<file path="config.mk">
export PLATFORM = sky130hd
export DESIGN_NAME = bb_glb_ctrl
export DESIGN_NICKNAME = d
export VERILOG_FILES = /design/src/rtl/bb_glb_ctrl.sv
export SDC_FILE = /design/constraint.sdc
export NUM_CORES = 1
export LEC_CHECK = 0
export CAP_MARGIN = 20
export CELL_PAD_IN_SITES_DETAIL_PLACEMENT = 1
export CELL_PAD_IN_SITES_GLOBAL_PLACEMENT = 2
export CORE_ASPECT_RATIO = 1.75
export CORE_MARGIN = 2
export CORE_UTILIZATION = 32
export CTS_BUF_LIST = sky130_fd_sc_hd__clkbuf_8
export DETAILED_ROUTE_END_ITERATION = 8
export GPL_ROUTABILITY_DRIVEN = 0
export PLACE_DENSITY = 0.94
export SYNTH_ARGS = -nofsm -noshare
export SYNTH_HDL_FRONTEND = slang
export SYNTH_SLANG_ARGS = --single-unit
</file>
<file path="constraint.sdc">
create_clock -name clk -period 2.8 [get_ports clk]
set_clock_uncertainty 0.15 [all_clocks]
set_input_delay 0.56 -clock clk [delete_from_list [all_inputs] [get_ports clk]]
set_output_delay 0.56 -clock clk [all_outputs]
set_load 0.02 [all_outputs]
</file>
<file path="src/rtl/bb_glb_ctrl.sv">
// rtl/bb_glb_ctrl.sv - baseband global control registers, TE start pulse and level IRQ (optional INT_COALESCE_EN)
module bb_glb_ctrl #(
    parameter int NUM_INT = 8,
    parameter int CNT_W   = 10,
    parameter int COAL_W  = 4
) (
    input  logic               clk,
    input  logic               rst_b,
    input  logic               host_cs,
    input  logic               host_rd,
    input  logic               host_wr,
    input  logic [4:0]         host_addr,
    input  logic [31:0]        host_d4wt,
    output logic [31:0]        host_d4rd,
    input  logic               te_running,
    input  logic               te_over,
    input  logic               te_ready,
    input  logic [NUM_INT-4:0] ext_event,
    output logic               te_enable,
    output logic               te_start,
    output logic [NUM_INT-1:0] int_flag,
    output logic               irq
);

    localparam logic [4:0] A_ENABLE   = 5'd0;
    localparam logic [4:0] A_START    = 5'd1;
    localparam logic [4:0] A_MEAS_NUM = 5'd2;
    localparam logic [4:0] A_MEAS_CNT = 5'd3;
    localparam logic [4:0] A_INT_FLAG = 5'd4;
    localparam logic [4:0] A_REQ_CNT  = 5'd5;
    localparam logic [4:0] A_INT_MASK = 5'd6;
    localparam logic [4:0] A_COALESCE = 5'd7;

    logic               wr_en;
    logic               rd_en;
    logic [CNT_W-1:0]   meas_number;
    logic [CNT_W-1:0]   meas_count;
    logic [CNT_W-1:0]   request_count;
    logic [CNT_W-1:0]   meas_inc;
    logic               meas_hit;
    logic [NUM_INT-1:0] int_mask;
    logic [NUM_INT-1:0] flag_set;
    logic [NUM_INT-1:0] flag_clr;
    logic               set_data_ready;
    logic               te_over_d;
    logic               auto_start;
    logic               cpu_start;
    logic [31:0]        coal_rd;
    logic [31:0]        rd_val;
    logic               unused_wdata;

    assign wr_en    = host_cs & host_wr;
    assign rd_en    = host_cs & host_rd;
    assign meas_inc = meas_count + CNT_W'(1);
    assign meas_hit = (meas_inc == meas_number);

    // Not every write-data bit lands in a register for every parameter set.
    assign unused_wdata = ^host_d4wt;

`ifdef INT_COALESCE_EN
    logic [COAL_W-1:0] coal_th;
    logic [COAL_W-1:0] coal_cnt;
    logic [COAL_W-1:0] coal_inc;
    logic              coal_ev;

    assign coal_ev        = te_over & te_ready;
    assign coal_inc       = coal_cnt + COAL_W'(1);
    assign set_data_ready = coal_ev & ((coal_th <= COAL_W'(1)) | (coal_inc == coal_th));
    assign coal_rd        = 32'(coal_th);

    // Coalescing threshold and event counter; a threshold write restarts the count.
    always_ff @(posedge clk or negedge rst_b) begin
        if (!rst_b) begin
            coal_th  <= '0;
            coal_cnt <= '0;
        end else if (wr_en && host_addr == A_COALESCE) begin
            coal_th  <= host_d4wt[COAL_W-1:0];
            coal_cnt <= '0;
        end else if (coal_ev) begin
            coal_cnt <= set_data_ready ? '0 : coal_inc;
        end
    end
`else
    logic [COAL_W-1:0] unused_coal;

    assign unused_coal    = '0;
    assign set_data_ready = te_over & te_ready;
    assign coal_rd        = '0;
`endif

    // Flags are evaluated on the counter values before this cycle's update.
    assign flag_set = {ext_event,
                       te_over & (request_count == CNT_W'(1)),
                       te_over & meas_hit,
                       set_data_ready};
    assign flag_clr = (wr_en && host_addr == A_INT_FLAG) ? host_d4wt[NUM_INT+7:8] : '0;

    assign auto_start = te_over_d & te_enable & ~(|int_flag[2:0]);
    assign cpu_start  = wr_en & (host_addr == A_START) & host_d4wt[0] & ~te_running;

    // Read-data mux; unmapped addresses and unused bits read as zero.
    always_comb begin
        rd_val = '0;
        case (host_addr)
            A_ENABLE:   rd_val[8] = te_enable;
            A_START:    rd_val[0] = te_running;
            A_MEAS_NUM: rd_val[CNT_W-1:0] = meas_number;
            A_MEAS_CNT: rd_val[CNT_W-1:0] = meas_count;
            A_INT_FLAG: rd_val[NUM_INT+7:8] = int_flag;
            A_REQ_CNT:  rd_val[CNT_W-1:0] = request_count;
            A_INT_MASK: rd_val[NUM_INT+7:8] = int_mask;
            A_COALESCE: rd_val = coal_rd;
            default:    rd_val = '0;
        endcase
    end

    // Registered read data, zero whenever no read is in progress.
    always_ff @(posedge clk or negedge rst_b) begin
        if (!rst_b) begin
            host_d4rd <= '0;
        end else begin
            host_d4rd <= rd_en ? rd_val : '0;
        end
    end

    // Plain host read/write registers.
    always_ff @(posedge clk or negedge rst_b) begin
        if (!rst_b) begin
            te_enable   <= 1'b0;
            meas_number <= '0;
            int_mask    <= '0;
        end else if (wr_en) begin
            if (host_addr == A_ENABLE)   te_enable   <= host_d4wt[8];
            if (host_addr == A_MEAS_NUM) meas_number <= host_d4wt[CNT_W-1:0];
            if (host_addr == A_INT_MASK) int_mask    <= host_d4wt[NUM_INT+7:8];
        end
    end

    // Measurement counter: wraps to 0 on a meas_number hit, host write wins.
    always_ff @(posedge clk or negedge rst_b) begin
        if (!rst_b) begin
            meas_count <= '0;
        end else if (wr_en && host_addr == A_MEAS_CNT) begin
            meas_count <= host_d4wt[CNT_W-1:0];
        end else if (te_over) begin
            meas_count <= meas_hit ? '0 : meas_inc;
        end
    end

    // Request counter: counts down to 0 and holds there, host write wins.
    always_ff @(posedge clk or negedge rst_b) begin
        if (!rst_b) begin
            request_count <= '0;
        end else if (wr_en && host_addr == A_REQ_CNT) begin
            request_count <= host_d4wt[CNT_W-1:0];
        end else if (te_over && request_count != '0) begin
            request_count <= request_count - CNT_W'(1);
        end
    end

    // Sticky flags: W1C clear, with a same-cycle set taking precedence.
    always_ff @(posedge clk or negedge rst_b) begin
        if (!rst_b) begin
            int_flag <= '0;
        end else begin
            int_flag <= (int_flag & ~flag_clr) | flag_set;
        end
    end

    // TE start pulse from auto-restart or host start; both merge into one pulse.
    always_ff @(posedge clk or negedge rst_b) begin
        if (!rst_b) begin
            te_over_d <= 1'b0;
            te_start  <= 1'b0;
        end else begin
            te_over_d <= te_over;
            te_start  <= auto_start | cpu_start;
        end
    end

    // Level interrupt, one cycle behind the flags.
    always_ff @(posedge clk or negedge rst_b) begin
        if (!rst_b) begin
            irq <= 1'b0;
        end else begin
            irq <= |(int_flag & int_mask);
        end
    end

endmodule

</file>
==> results.toml <==
[yosys]
synth_seq_cells = 66
yosysSeqAreaShare_pct = 43.2
synth_common_cells = "dfrtp_1, nor2_1, nand2_1, mux2_2, o21ai_0"
syn_area_mm2 = 0.00382
synth.most_common_cell = "dfrtp_1"
synthMuxAreaShare_pct = 9.07
synth_area_leaders = "dfrtp_1, mux2_2, buf_4, a22oi_1, nor2_1"
synth_adder_area_share_pct = 0.983
netlist.area_leader.share_pct = 43.2
synth_top_family_by_area = "simple AND/OR/NAND/NOR gates"
synth-simple-area-share_pct = 17.0
synth_area_leader_cell = "dfrtp_1"
syn_area_per_cell_um2 = 9.92
synth_compound_area_share_pct = 16.6
async_flop_share_pct = 100
syn_inst = 385
synth_enable_flop_cells = 0
synth-xor-area-share_pct = 6.32
synthFlopType = "dfrtp_1"
synth_warnings = 0
synth.distinct_cells = 64

[setup_path]
critPathSlowestCell = "or3_4"
worst-r2r-cell-count = 7
regToRegStartpoint = "meas_count[0]$_DFFE_PN0P_"
critPathCaptureType = "register"
timing.rr.end = "meas_count[1]$_DFFE_PN0P_"
required_ns = 2.89
max_stage_delay_ns = 0.45
cp-startpoint = "meas_count[0]$_DFFE_PN0P_"
path_cells = "ha_1, nand2_1, nor3_1, xnor3_1, nand3_1, or3_4, a41o_1"
critPathLaunchType = "register"
r2r_slack_ns = 0.23
crit_buf_inv = 0
crit_family = "simple AND/OR/NAND/NOR gates"
worstPathMaxFanout = 6
cp.arrival_ns = 2.65
worstSetupPathType = "register to register"

[pwr]
vdd_ir_drop_max_v = 0.000296
powerDensity_mw_per_mm2 = 708
power_leakage_nw = 2.01

[clock_tree]
clockBufferDepth = 2
cts_sinks = 66
cts_setup_buffers = 0
h-tree-depth = 3
cts_tree = "done"
cts_resized = 0
postCtsHoldBufs = 0
cts_buffers = 9
cts_root_buf = "clkbuf_8"
clkTransAtPathRegs_ns = 0.08
clock_latency_ns = 0.36

[timing]
layout_worst_path_cycle_share_pct = 91.7
relSlewSlack_pct = 56.7
rsz0062_at_grt = "false"
setup_violations = 0
fin_tns_setup_ns = 0
worstMarginPinSlew_ns = 0.650
fmax_mhz = 389
report.final.slew_viol_count = 0
min_period_ns = 2.57
hold_viol = 0

[floorplanning]
io_pins = 93
fp-row-count = 52
dieWidth_um = 86.6
die_area_mm2 = 0.0129
core_mm2 = 0.0116
start_util_pct = 33.0
dieHeight_um = 149

[route]
first_pass_iters = 4
vias_per_cell = 5.42
antenna_left = 0
drt_iter0_drc = 162
routedWlPerCell_um = 19.0
drcViolationCount = 0
wl_um = 11400
vias = 3248

[flow_run]
max-cap-violations = 0

[final_layout]
fillCellCount = 1322
areaGrowthSynthToFinish_pct = 26.4
antenna_cells = 0
nNetsFinal = 512
drive_gt1_share_pct = 19.0
final_area_mm2 = 0.00483

[outcome]
outcome = "finished clean"

[grt]
grt_pass1_wl_um = 18400
grt-ovfl-total = 0
grt_max_degree = 43
grt_usage_pct = 18.5
grt_pass1_vias = 3497
antenna_found_initial = 0

[placement]
dp_hpwl_um = 8690
placedInstanceArea_mm2 = 0.00463
portBuffers = 60

[worst_hold_path]
hold_class = "input pin to async pin"
-- worst max-delay path by stage --
stage	endpoint	slack [ns]	cells after the start
global route	int_flag[1]$_DFF_PN0_	0.07	8
CTS	meas_count[1]$_DFFE_PN0P_	0.24	7
floorplan	meas_count[6]$_DFFE_PN0P_	0.42	8
global placement	int_flag[1]$_DFF_PN0_	0.20	7
detailed placement	int_flag[1]$_DFF_PN0_	0.18	7
finish	meas_count[1]$_DFFE_PN0P_	0.23	7
-- power breakdown --
| group | switching [mW] | total (mW) | internal [mW] |
|---|---|---|---|
| Combinational | 0.627 | 1.20 | 0.568 |
| Sequential | 0.271 | 1.41 | 1.14 |
| Clock | 0.404 | 0.813 | 0.409 |
| Total | 1.30 | 3.42 | 2.11 |
-- cells in the final DEF, fill, tap and decap left out, types with 2 or more instances in the layout --
cell type,n
a21o_1,7
a21oi_1,12
a22oi_1,19
a31o_2,2
a31oi_1,3
a32o_1,2
a41o_1,3
and3_1,2
buf_12,2
buf_4,23
clkbuf_8,9
clkdlybuf4s50_1,59
clkinv_2,3
clkinv_4,2
conb_1,16
dfrtp_1,66
ha_1,3
inv_1,9
mux2_2,29
mux2i_1,2
nand2_1,32
nand2b_1,4
nand3_1,7
nand3b_1,2
nand4_1,5
nor2_1,37
nor2b_1,3
nor3_1,4
nor4_1,3
nor4b_1,2
o211ai_2,2
o21ai_0,24
o21ai_1,2
o22ai_1,2
o41ai_1,2
or3_1,4
or4_1,2
xnor2_1,13
xor2_1,12
-- cell type report --
cell class,instances,area (um^2),area share (%)
tap,135,169,3.50
multi-input combinational,288,1970,40.8
sequential,66,1650,34.2
clock buffer,9,124,2.57
inverter,9,33.8,0.700
timing repair buffer,85,808,16.7
clock inverter,7,70.1,1.45
-- sequential cells by signal (all words and copies together), names as in the netlist --
| register | count |
|---|---|
| te_over_d | 1 |
| irq | 1 |
| te_enable | 1 |
| int_mask | 8 |
| meas_number | 10 |
| te_start | 1 |
| meas_count | 10 |
| int_flag | 8 |
| host_d4rd | 16 |
| request_count | 10 |
-- cell families after synthesis --
logic type | after synthesis
xor gates and xnor gates | 26
adders and majority gates | 3
DFF | 66
muxes | 31
other | 1
buffers and inverters | 46
and+or+nand+nor | 122
AOI/OAI and AO/OA | 90
-- routing by layer --
layer  GRT usage, %  vias to the layer above  wire length [um]
li1               -                     1497                 -
met1           19.4                     1649              4160
met2           35.5                       78              6590
met3           3.16                       24               340
met4           7.19                        0               287
met5              0                        -                 0
-- worst reg2reg max path, cell delays in order, from the launching register on --
cell and delay [ns]:
dfrtp_1 0.36, ha_1 0.29, nand2_1 0.21, nor3_1 0.39
xnor3_1 0.23, nand3_1 0.14, or3_4 0.45, a41o_1 0.25
-- through the flow --
step                cells  hold WS, ns  worst slack [ns]  power (mW)  utilization, %
floorplan             400        0.114             0.422        2.20               -
global placement      583        0.362             0.203        2.54            40.0
detailed placement    583        0.378             0.179        2.61            40.0
CTS                   599       0.0876             0.239        3.44            41.7
finish                599       0.0762             0.232        3.42            41.7
global route          599        0.111            0.0724        3.64            41.7
No activity file was read; power rests on OpenSTA's default activity.
